**config.mk**
```make
export PLATFORM = sky130hd
export DESIGN_NAME = exec_ctrl_flat
export DESIGN_NICKNAME = d
export VERILOG_FILES = /design/src/rtl/exec_ctrl_if.sv /design/src/rtl/exec_ctrl.sv /design/src/flat_wrapper.sv
export SDC_FILE = /design/constraint.sdc
export NUM_CORES = 1
export LEC_CHECK = 0
export ABC_CLOCK_PERIOD_IN_PS = 2250
export CORE_MARGIN = 2
export CORE_UTILIZATION = 45
export DETAILED_ROUTE_END_ITERATION = 12
export GPL_TIMING_DRIVEN = 0
export PLACE_DENSITY_LB_ADDON = 0.12
export SETUP_SLACK_MARGIN = 0.2
export SLEW_MARGIN = 20
export SYNTH_ARGS = -nofsm -noshare
export SYNTH_HDL_FRONTEND = slang
export SYNTH_SLANG_ARGS = --single-unit
```
**constraint.sdc**
```tcl
create_clock -name clk -period 2.25 [get_ports clk]
set_input_delay 0.45 -clock clk [delete_from_list [all_inputs] [get_ports clk]]
set_output_delay 0.45 -clock clk [all_outputs]
set_load 0.01 [all_outputs]
```
**src/rtl/exec_ctrl_if.sv**
```systemverilog
// Instruction handshake and decoded-control bundle between fetch, exec_ctrl and the datapath.
// The master modport is the fetch/datapath side; exec_ctrl connects through the slave modport.
interface exec_ctrl_if #(
  parameter int unsigned IW  = 16,
  parameter int unsigned RAW = 4
);
  logic           instr_valid;
  logic           instr_ready;
  logic [IW-1:0]  instr;
  logic [RAW-1:0] choose_reg;
  logic [2:0]     S;
  logic [1:0]     res_dest;
  logic           exec_en;
  logic           wb_en;
  logic           illegal;
  logic           busy;

  modport master (
    output instr_valid, instr,
    input  instr_ready, choose_reg, S, res_dest, exec_en, wb_en, illegal, busy
  );

  modport slave (
    input  instr_valid, instr,
    output instr_ready, choose_reg, S, res_dest, exec_en, wb_en, illegal, busy
  );
endinterface

```
**src/rtl/exec_ctrl.sv**
```systemverilog
// Execute-stage control: decodes one instruction per handshake and sequences DECODE/EXEC/WB.
// Define STEP_MODE_EN to hold EXEC until a synchronised rising edge on manual_plus.
module exec_ctrl #(
  parameter int unsigned IW          = 16,
  parameter int unsigned RAW         = 4,
  parameter int unsigned EXEC_CYCLES = 2,
  parameter int unsigned CNT_W       = 16
) (
  input  logic             clk,
  input  logic             rst_n,
  input  logic             manual_plus,
  exec_ctrl_if.slave       bus,
  output logic [CNT_W-1:0] instr_count
);

  localparam int unsigned CntW = (EXEC_CYCLES > 1) ? $clog2(EXEC_CYCLES) : 1;
  localparam logic [CntW-1:0] LastCnt = CntW'(EXEC_CYCLES - 1);

  localparam logic [3:0] OpAdd = 4'b0001;
  localparam logic [3:0] OpAlu = 4'b0111;
  localparam logic [3:0] OpBlk = 4'b1000;
  localparam logic [3:0] OpNop = 4'b1111;

  typedef enum logic [1:0] {StIdle, StDecode, StExec, StWb} state_e;

  state_e           state_q, state_d;
  logic [IW-1:0]    instr_q, instr_d;
  logic [CntW-1:0]  cnt_q, cnt_d;
  logic [2:0]       s_q, s_d;
  logic [RAW-1:0]   choose_q, choose_d;
  logic [1:0]       dest_q, dest_d;
  logic             illegal_q, illegal_d;
  logic [CNT_W-1:0] count_q, count_d;
  logic             step_ok;

  logic [3:0]     opcode;
  logic [RAW-1:0] r_field;
  logic [1:0]     dest_a;
  logic [1:0]     dest_b;

  assign opcode  = instr_q[IW-1 -: 4];
  assign r_field = instr_q[IW-5 -: RAW];
  assign dest_a  = instr_q[IW-5-RAW -: 2];
  assign dest_b  = instr_q[IW-7 -: 2];

  // Operand bits below the decoded fields are carried but never interpreted.
  logic unused_instr;
  assign unused_instr = ^instr_q;

`ifdef STEP_MODE_EN
  logic sync1_q, sync2_q, prev_q;

  always_ff @(posedge clk or negedge rst_n) begin
    if (!rst_n) begin
      sync1_q <= 1'b0;
      sync2_q <= 1'b0;
      prev_q  <= 1'b0;
    end else begin
      sync1_q <= manual_plus;
      sync2_q <= sync1_q;
      prev_q  <= sync2_q;
    end
  end

  // Only consulted once the counter has saturated, so early edges are simply lost.
  assign step_ok = sync2_q & ~prev_q;
`else
  logic unused_manual_plus;
  assign unused_manual_plus = manual_plus;
  assign step_ok = 1'b1;
`endif

  always_comb begin
    state_d   = state_q;
    instr_d   = instr_q;
    cnt_d     = cnt_q;
    s_d       = s_q;
    choose_d  = choose_q;
    dest_d    = dest_q;
    illegal_d = 1'b0;
    count_d   = count_q;

    unique case (state_q)
      StIdle: begin
        if (bus.instr_valid) begin
          instr_d = bus.instr;
          state_d = StDecode;
        end
      end
      StDecode: begin
        state_d = StIdle;
        cnt_d   = '0;
        case (opcode)
          OpAdd: begin
            s_d      = 3'b001;
            choose_d = r_field;
            dest_d   = dest_a;
            state_d  = StExec;
          end
          OpAlu: begin
            s_d      = 3'b011;
            choose_d = r_field;
            dest_d   = dest_a;
            state_d  = StExec;
          end
          OpBlk: begin
            s_d                 = 3'b110;
            choose_d            = '0;
            choose_d[RAW-1 -: 2] = r_field[RAW-1 -: 2];
            dest_d              = dest_b;
            state_d             = StExec;
          end
          OpNop:   count_d = count_q + CNT_W'(1);
          default: illegal_d = 1'b1;
        endcase
      end
      StExec: begin
        // Counter saturates on its last value so step mode can hold EXEC indefinitely.
        if (cnt_q != LastCnt) begin
          cnt_d = cnt_q + CntW'(1);
        end else if (step_ok) begin
          state_d = StWb;
        end
      end
      StWb: begin
        count_d = count_q + CNT_W'(1);
        state_d = StIdle;
      end
      default: state_d = StIdle;
    endcase
  end

  always_ff @(posedge clk or negedge rst_n) begin
    if (!rst_n) begin
      state_q   <= StIdle;
      instr_q   <= '0;
      cnt_q     <= '0;
      s_q       <= '0;
      choose_q  <= '0;
      dest_q    <= '0;
      illegal_q <= 1'b0;
      count_q   <= '0;
    end else begin
      state_q   <= state_d;
      instr_q   <= instr_d;
      cnt_q     <= cnt_d;
      s_q       <= s_d;
      choose_q  <= choose_d;
      dest_q    <= dest_d;
      illegal_q <= illegal_d;
      count_q   <= count_d;
    end
  end

  assign bus.instr_ready = (state_q == StIdle);
  assign bus.busy        = (state_q != StIdle);
  assign bus.exec_en     = (state_q == StExec);
  assign bus.wb_en       = (state_q == StWb);
  assign bus.illegal     = illegal_q;
  assign bus.S           = s_q;
  assign bus.choose_reg  = choose_q;
  assign bus.res_dest    = dest_q;
  assign instr_count     = count_q;

endmodule
```
**src/flat_wrapper.sv**
```systemverilog
// flat-port wrapper written by rule: the top's interface ports become plain ports
module exec_ctrl_flat 
#(
  parameter int unsigned IW          = 16,
  parameter int unsigned RAW         = 4,
  parameter int unsigned EXEC_CYCLES = 2,
  parameter int unsigned CNT_W       = 16
)
  (clk, rst_n, manual_plus, instr_count, bus_instr_valid, bus_instr, bus_instr_ready, bus_choose_reg, bus_S, bus_res_dest, bus_exec_en, bus_wb_en, bus_illegal, bus_busy);
  exec_ctrl_if #(.IW(IW), .RAW(RAW)) bus_i ();
  input  logic clk;
  input  logic rst_n;
  input  logic manual_plus;
  output logic [CNT_W-1:0] instr_count;
  input wire logic [$bits(bus_i.instr_valid)-1:0] bus_instr_valid;
  input wire logic [$bits(bus_i.instr)-1:0] bus_instr;
  output wire logic [$bits(bus_i.instr_ready)-1:0] bus_instr_ready;
  output wire logic [$bits(bus_i.choose_reg)-1:0] bus_choose_reg;
  output wire logic [$bits(bus_i.S)-1:0] bus_S;
  output wire logic [$bits(bus_i.res_dest)-1:0] bus_res_dest;
  output wire logic [$bits(bus_i.exec_en)-1:0] bus_exec_en;
  output wire logic [$bits(bus_i.wb_en)-1:0] bus_wb_en;
  output wire logic [$bits(bus_i.illegal)-1:0] bus_illegal;
  output wire logic [$bits(bus_i.busy)-1:0] bus_busy;
  assign bus_i.instr_valid = bus_instr_valid;
  assign bus_i.instr = bus_instr;
  assign bus_instr_ready = bus_i.instr_ready;
  assign bus_choose_reg = bus_i.choose_reg;
  assign bus_S = bus_i.S;
  assign bus_res_dest = bus_i.res_dest;
  assign bus_exec_en = bus_i.exec_en;
  assign bus_wb_en = bus_i.wb_en;
  assign bus_illegal = bus_i.illegal;
  assign bus_busy = bus_i.busy;
  exec_ctrl #(.IW(IW), .RAW(RAW), .EXEC_CYCLES(EXEC_CYCLES), .CNT_W(CNT_W)) u_core (.clk(clk), .rst_n(rst_n), .manual_plus(manual_plus), .bus(bus_i), .instr_count(instr_count));
endmodule
```
==> results of run 1 <==
[per-layer routing]
metal | up-vias | track usage (%)
li1 | 633 | -
met1 | 643 | 23.1
met2 | 41 | 28.2
met3 | 7 | 5.36
met4 | 0 | 12.3
met5 | - | 0
[power by group through the flow]
stage	clock network, uW	registers, uW	logic, uW
global route	632	1140	1410
CTS	607	1120	1290
global placement	0	1120	1220
floorplan	0	1150	754
detailed placement	0	1140	1270
finish	587	1120	1280
[critical path, cell delays in order, from the launching register on]
cell and delay [ns]:
dfrtp_1 0.38, buf_4 0.15, ha_1 0.20, clkdlybuf4s50_1 0.48
[path summary, 6_finish.rpt]
path,startpoint,end,slack (ns),cells after the start
setup / recovery,u_core.state_q[0]$_DFFE_PN0P_,bus_wb_en,0.29,3
hold / removal,rst_n,u_core.instr_q[14]$_DFFE_PN0P_,0.07,1
setup reg to reg,u_core.state_q[0]$_DFFE_PN0P_,u_core.instr_count[10]$_DFFE_PN0P_,0.34,7
hold reg to reg,u_core.bus.res_dest[0]$_DFFE_PN0P_,u_core.bus.res_dest[0]$_DFFE_PN0P_,0.50,1
max in group asynchronous,rst_n,u_core.instr_count[6]$_DFFE_PN0P_,1.72,2
min in group clk,u_core.bus.res_dest[0]$_DFFE_PN0P_,u_core.bus.res_dest[0]$_DFFE_PN0P_,0.50,1
[cell type report]
cell class	instances	area share [%]
repair buffers	45	18.3
clock buffers	5	2.73
well taps	50	2.48
multi-input cells	101	33.8
flip-flops and latches	39	38.7
plain buffers	4	1.24
clock inverters	3	1.74
inverters	7	1.04
[synth_stat cells (2+ instances only)]
library cell	count	area [um2]
mux2_1	4	45.0
dfrtp_1	39	976
nor4_2	4	50.1
xnor2_1	10	87.6
nor2b_1	3	18.8
xor2_1	5	43.8
inv_1	7	26.3
a21oi_1	2	10.0
o21ai_0	2	10.0
nor2_1	6	22.5
buf_4	2	15.0
mux2_2	10	113
nand3_1	8	40.0
ha_1	6	75.1
nand4_1	4	25.0
and2b_1	2	15.0
nor3_1	4	20.0
mux2_4	4	60.1
nand2_1	11	41.3
[stage by stage]
stage | instance area (um2) | util [%] | total power, uW | TNS, ns | hold slack, ns
final | 2520 | 63.1 | 2990 | 0 | 0.0699
after global routing | 2520 | 63.1 | 3180 | 0 | 0.0916
after CTS | 2510 | 62.7 | 3020 | 0 | 0.0775
after detailed placement | 2390 | 59.7 | 2410 | 0 | 0.411
after global placement | 2370 | 59.1 | 2340 | -6.69 | 0.462
after floorplan | 1880 | - | 1900 | 0 | 0.154
[what timing repair did]
action	in CTS	in global routing
setup endpoints to repair	3	2
resized for setup	1	3
setup buffers	1	1
cloned	0	0
hold endpoints to repair	0	0
[logic make-up after synthesis]
logic type / Yosys count / synth area share, %
multiplexers: 19 / 12.1
flip-flops: 39 / 51.8
buffers and inverters: 11 / 3.06
AO/OA/AOI/OAI: 15 / 7.18
AND/OR/NAND/NOR: 46 / 14.9
adder cells (fa/ha/maj): 6 / 3.99
XOR/XNOR: 15 / 6.98
==> flow_summary_export.csv, run 1 <==
group,metric,value,unit
clock_network,htree_levels,2,
routing,wl_met2,1870,um
timing,fin_crit_sh,87.0,%
routing,post_drt_via_cell_ratio,5.21,
final_layout,multi_input_area,852,um2
routing,highest_layer,"met4",
critical_path,cp_max_fo,4,
placed_design,dp_slack,0.407,ns
synthesis,synth_flop_cell,"dfrtp_1",
die,start_util,47.1,%
synthesis,syn_area,1880,um2
timing,fmax,511,MHz
final_layout,nets,229,
power_and_ir_drop,swShare,33.8,%
routing,drt_iter0_markers,52,
routing,remaining_drc_errors,0,
global_routing,overflow,0,
final_layout,layout-drive-gt1-share,19.6,%
routing,wire_per_inst,15.3,um
placed_design,io_buffer_count,42,
timing,finalSetupViolCount,0,
critical_path,critPathLaunchType,"register",
routing,firstDrtPassIters,4,
critical_path,arrival,1.51,ns
synthesis,syn_area_per_cell,12.5,um2
die,core-area,4000,um2
flow_run,maxCapViolations,0,
synthesis,syn_nets,177,
synthesis,async_flop_share,100,%
timing,grt_setup_unrepaired,"no",
global_routing,grt_pass1_vias,1325,
timing,worst_slew_pin_slew,0.592,ns
synthesis,synth_seq_cells,39,
final_layout,area_delta_synth_final,34.0,%
final_layout,layout_common_cells,"dfrtp_1 (39), clkdlybuf4s50_1 (38), nand2_1 (11)",
timing,slew_headroom,60.4,%
synthesis,netlist_instances,151,
clock_network,cts_hold_buf,0,
critical_path,cp.required,1.80,ns
synthesis,ys_warn_count,0,
timing,fin_crit,1.96,ns
power_and_ir_drop,comb_power_share,42.9,%
timing,layout_setup_ws,0.293,ns
timing,slew_viol_final,0,
power_and_ir_drop,peakVddDrop,0.681,mV
die,die_h,68.7,um
timing,clock_skew,0.00838,ns
synthesis,synth_edf_count,0,
routing,drt.antenna.violating_nets,0,
power_and_ir_drop,p_per_area,1180,nW/um2
final_layout,seqCellArea,976,um2
power_and_ir_drop,pwr-share-seq,37.4,%
routing,wl_met3,236,um
clock_network,cts_tree,"yes",
die,die-area,4720,um2
power_and_ir_drop,leakagePower,0.00111,uW
final_layout,stdcell_count,254,
final_layout,largest_reg_flops,16,
critical_path,critPathKind,"register to primary output",
placed_design,gp_congestion,0.733,
final_layout,final_common_cell,"dfrtp_1",
power_and_ir_drop,p_switching,1010,uW
timing,finalHoldViolations,0,
clock_network,root_buffer,"clkbuf_8",
synthesis,ys_seq_area_share,51.8,%
routing,vias,1324,
die,floorplan.rows,23,
critical_path,critPathCaptureType,"primary output",
final_layout,fillers,306,
global_routing,grt.total_usage,18.6,%
placed_design,dp_cells,244,
clock_network,cts_sinks,39,
die,die_x,68.7,um
clock_network,clk_path_buf_depth,2,
routing,met1_length,1700,um
clock_network,clk_pin_slew,0.08,ns
placed_design,dp_hpwl,2800,um
power_and_ir_drop,p_int,1980,uW
hold_path,min_path_type,"input port to async pin",
final_layout,antennaDiodeCount,0,
routing,drt_wl_total,3880,um
global_routing,antenna_found_initial,0,
global_routing,grt_pass1_wl,6250,um
global_routing,grt_max_degree,25,
clock_network,numCtsBuffers,5,
synthesis,yosysUniqueCellTypes,37,
power_and_ir_drop,p_clk_share,19.7,%
die,io_pins,50,
status,status,"complete, no violations",
clock_network,clk_latency,0.30,ns
Power figures use the tool's default switching activity.
==> run 2, diff against run 1 <==
- MAX_ROUTING_LAYER: default -> met4
==> flow_summary_export.csv, run 2 (synthesis results as in run 1) <==
group,metric,value,unit
timing,slew_headroom,61.2,%
timing,setup_tns,0,ns
timing,slew_viol_final,0,
clock_network,clk_latency,0.30,ns
timing,finalSetupViolCount,0,
status,status,"complete, no violations",
final_layout,final_common_cell,"dfrtp_1",
global_routing,grt_pass1_wl,6230,um
final_layout,fillers,306,
timing,fmax,511,MHz
critical_path,cp_max_fo,4,
timing,clock_skew,0.00781,ns
die,die_x,68.7,um
routing,firstDrtPassIters,4,
global_routing,grt.total_usage,19.1,%
routing,drt_iter0_markers,52,
flow_run,maxCapViolations,0,
final_layout,area_delta_synth_final,34.0,%
die,core-area,4000,um2
final_layout,final_area,2520,um2
clock_network,cts_sinks,39,
clock_network,htree_levels,2,
power_and_ir_drop,pwr-share-seq,37.5,%
timing,holdWs,0.0689,ns
critical_path,critPathLaunchType,"register",
power_and_ir_drop,peakVddDrop,0.679,mV
clock_network,clk_path_buf_depth,2,
power_and_ir_drop,p_switching,1000,uW
die,die_h,68.7,um
power_and_ir_drop,p_int,1980,uW
critical_path,arrival,1.51,ns
timing,grt_setup_unrepaired,"no",
routing,wire_per_inst,15.3,um
routing,drt.antenna.violating_nets,0,
power_and_ir_drop,p_clk_share,19.6,%
timing,fin_crit,1.96,ns
critical_path,cp.required,1.80,ns
timing,layout_setup_ws,0.293,ns
critical_path,critPathKind,"register to primary output",
global_routing,grt_max_degree,25,
final_layout,antennaDiodeCount,0,
clock_network,cts_tree,"yes",
power_and_ir_drop,leakagePower,0.00111,uW
placed_design,gp_congestion,0.742,
die,io_pins,50,
clock_network,root_buffer,"clkbuf_8",
final_layout,nets,229,
global_routing,grt_pass1_vias,1321,
power_and_ir_drop,p_per_area,1180,nW/um2
routing,drt_wl_total,3870,um
final_layout,layout-drive-gt1-share,19.6,%
routing,remaining_drc_errors,0,
power_and_ir_drop,comb_power_share,42.9,%
placed_design,dp_slack,0.407,ns
timing,finalHoldViolations,0,
die,die-area,4720,um2
routing,vias,1326,
placed_design,placed_area,2390,um2
placed_design,dp_hpwl,2800,um
placed_design,io_buffer_count,42,
final_layout,largest_reg_flops,16,
global_routing,overflow,0,
final_layout,layout_common_cells,"dfrtp_1 (39), clkdlybuf4s50_1 (38), nand2_1 (11)",
clock_network,numCtsBuffers,5,
timing,worst_slew_pin_slew,0.579,ns
hold_path,min_path_type,"input port to async pin",
critical_path,critPathCaptureType,"primary output",
global_routing,antenna_found_initial,0,
power_and_ir_drop,swShare,33.6,%
routing,post_drt_via_cell_ratio,5.22,
timing,fin_crit_sh,87.0,%
clock_network,clk_pin_slew,0.08,ns
die,floorplan.rows,23,
die,start_util,47.1,%
run 2: cell counts in the layout (fill, tap and decap cells not counted):
No cell type changed its count.
run 2: layout make-up:
| class | instances | area [um2] | area share, % |
|---|---|---|---|
| tap | 50 | 62.6 | 2.48 |
| sequential | 39 | 976 | 38.7 |
| inverter | 7 | 26.3 | 1.04 |
| clock inverter | 3 | 43.8 | 1.74 |
| timing repair buffer | 45 | 462 | 18.3 |
| multi-input combinational | 101 | 852 | 33.8 |
| clock buffer | 5 | 68.8 | 2.73 |
| buffer | 4 | 31.3 | 1.24 |
run 2: metal layers:
metal  wire length [um]  share of wire (%)  global-route usage, %
met1               1720                 44                   23.0
met2               1830                 47                   28.2
met3                232                6.0                   5.19
met4                 93                2.4                   12.3
met5                  0                  0                      -
run 2: path summary, 6_finish.rpt:
kind                                                    startpoint                                  to  slack, ns  depth (start not counted)
worst min-delay path                                         rst_n      u_core.instr_q[14]$_DFFE_PN0P_       0.07                          1
worst min register to register  u_core.bus.res_dest[0]$_DFFE_PN0P_  u_core.bus.res_dest[0]$_DFFE_PN0P_       0.50                          1
worst max register to register       u_core.state_q[0]$_DFFE_PN0P_  u_core.instr_count[10]$_DFFE_PN0P_       0.32                          7
max in group asynchronous                                    rst_n  u_core.instr_count[14]$_DFFE_PN0P_       1.72                          2
min in group clk                u_core.bus.res_dest[0]$_DFFE_PN0P_  u_core.bus.res_dest[0]$_DFFE_PN0P_       0.50                          1
worst max-delay path                 u_core.state_q[0]$_DFFE_PN0P_                           bus_wb_en       0.29                          3
run 2: what timing repair did:
action                     4_1_cts  5_1_grt
hold buffers                     0        0
gates resized for setup          1        3
setup endpoints to repair        3        2
gates cloned                     0        0
setup buffers                    1        1
run 2: worst max-delay path, stage by stage (launching register included):
cell             delay (ns)
dfrtp_1                0.38
buf_4                  0.15
ha_1                   0.20
clkdlybuf4s50_1        0.48
run 2: through the flow:
step | std cells | utilization, % | power [uW]
2_1_floorplan | 151 | - | 1900
6_report | 254 | 63.1 | 2980
3_3_place_gp | 243 | 59.1 | 2340
5_1_grt | 254 | 63.1 | 3180
3_5_place_dp | 244 | 59.7 | 2410
4_1_cts | 253 | 62.7 | 3020
run 2: power groups by stage:
stage                     registers, uW  clock network (uW)  logic [uW]
final                              1120                 584        1280
after global routing               1140                 632        1410
after CTS                          1120                 607        1290
after detailed placement           1140                   0        1270
after global placement             1120                   0        1220
after floorplan                    1150                   0         754
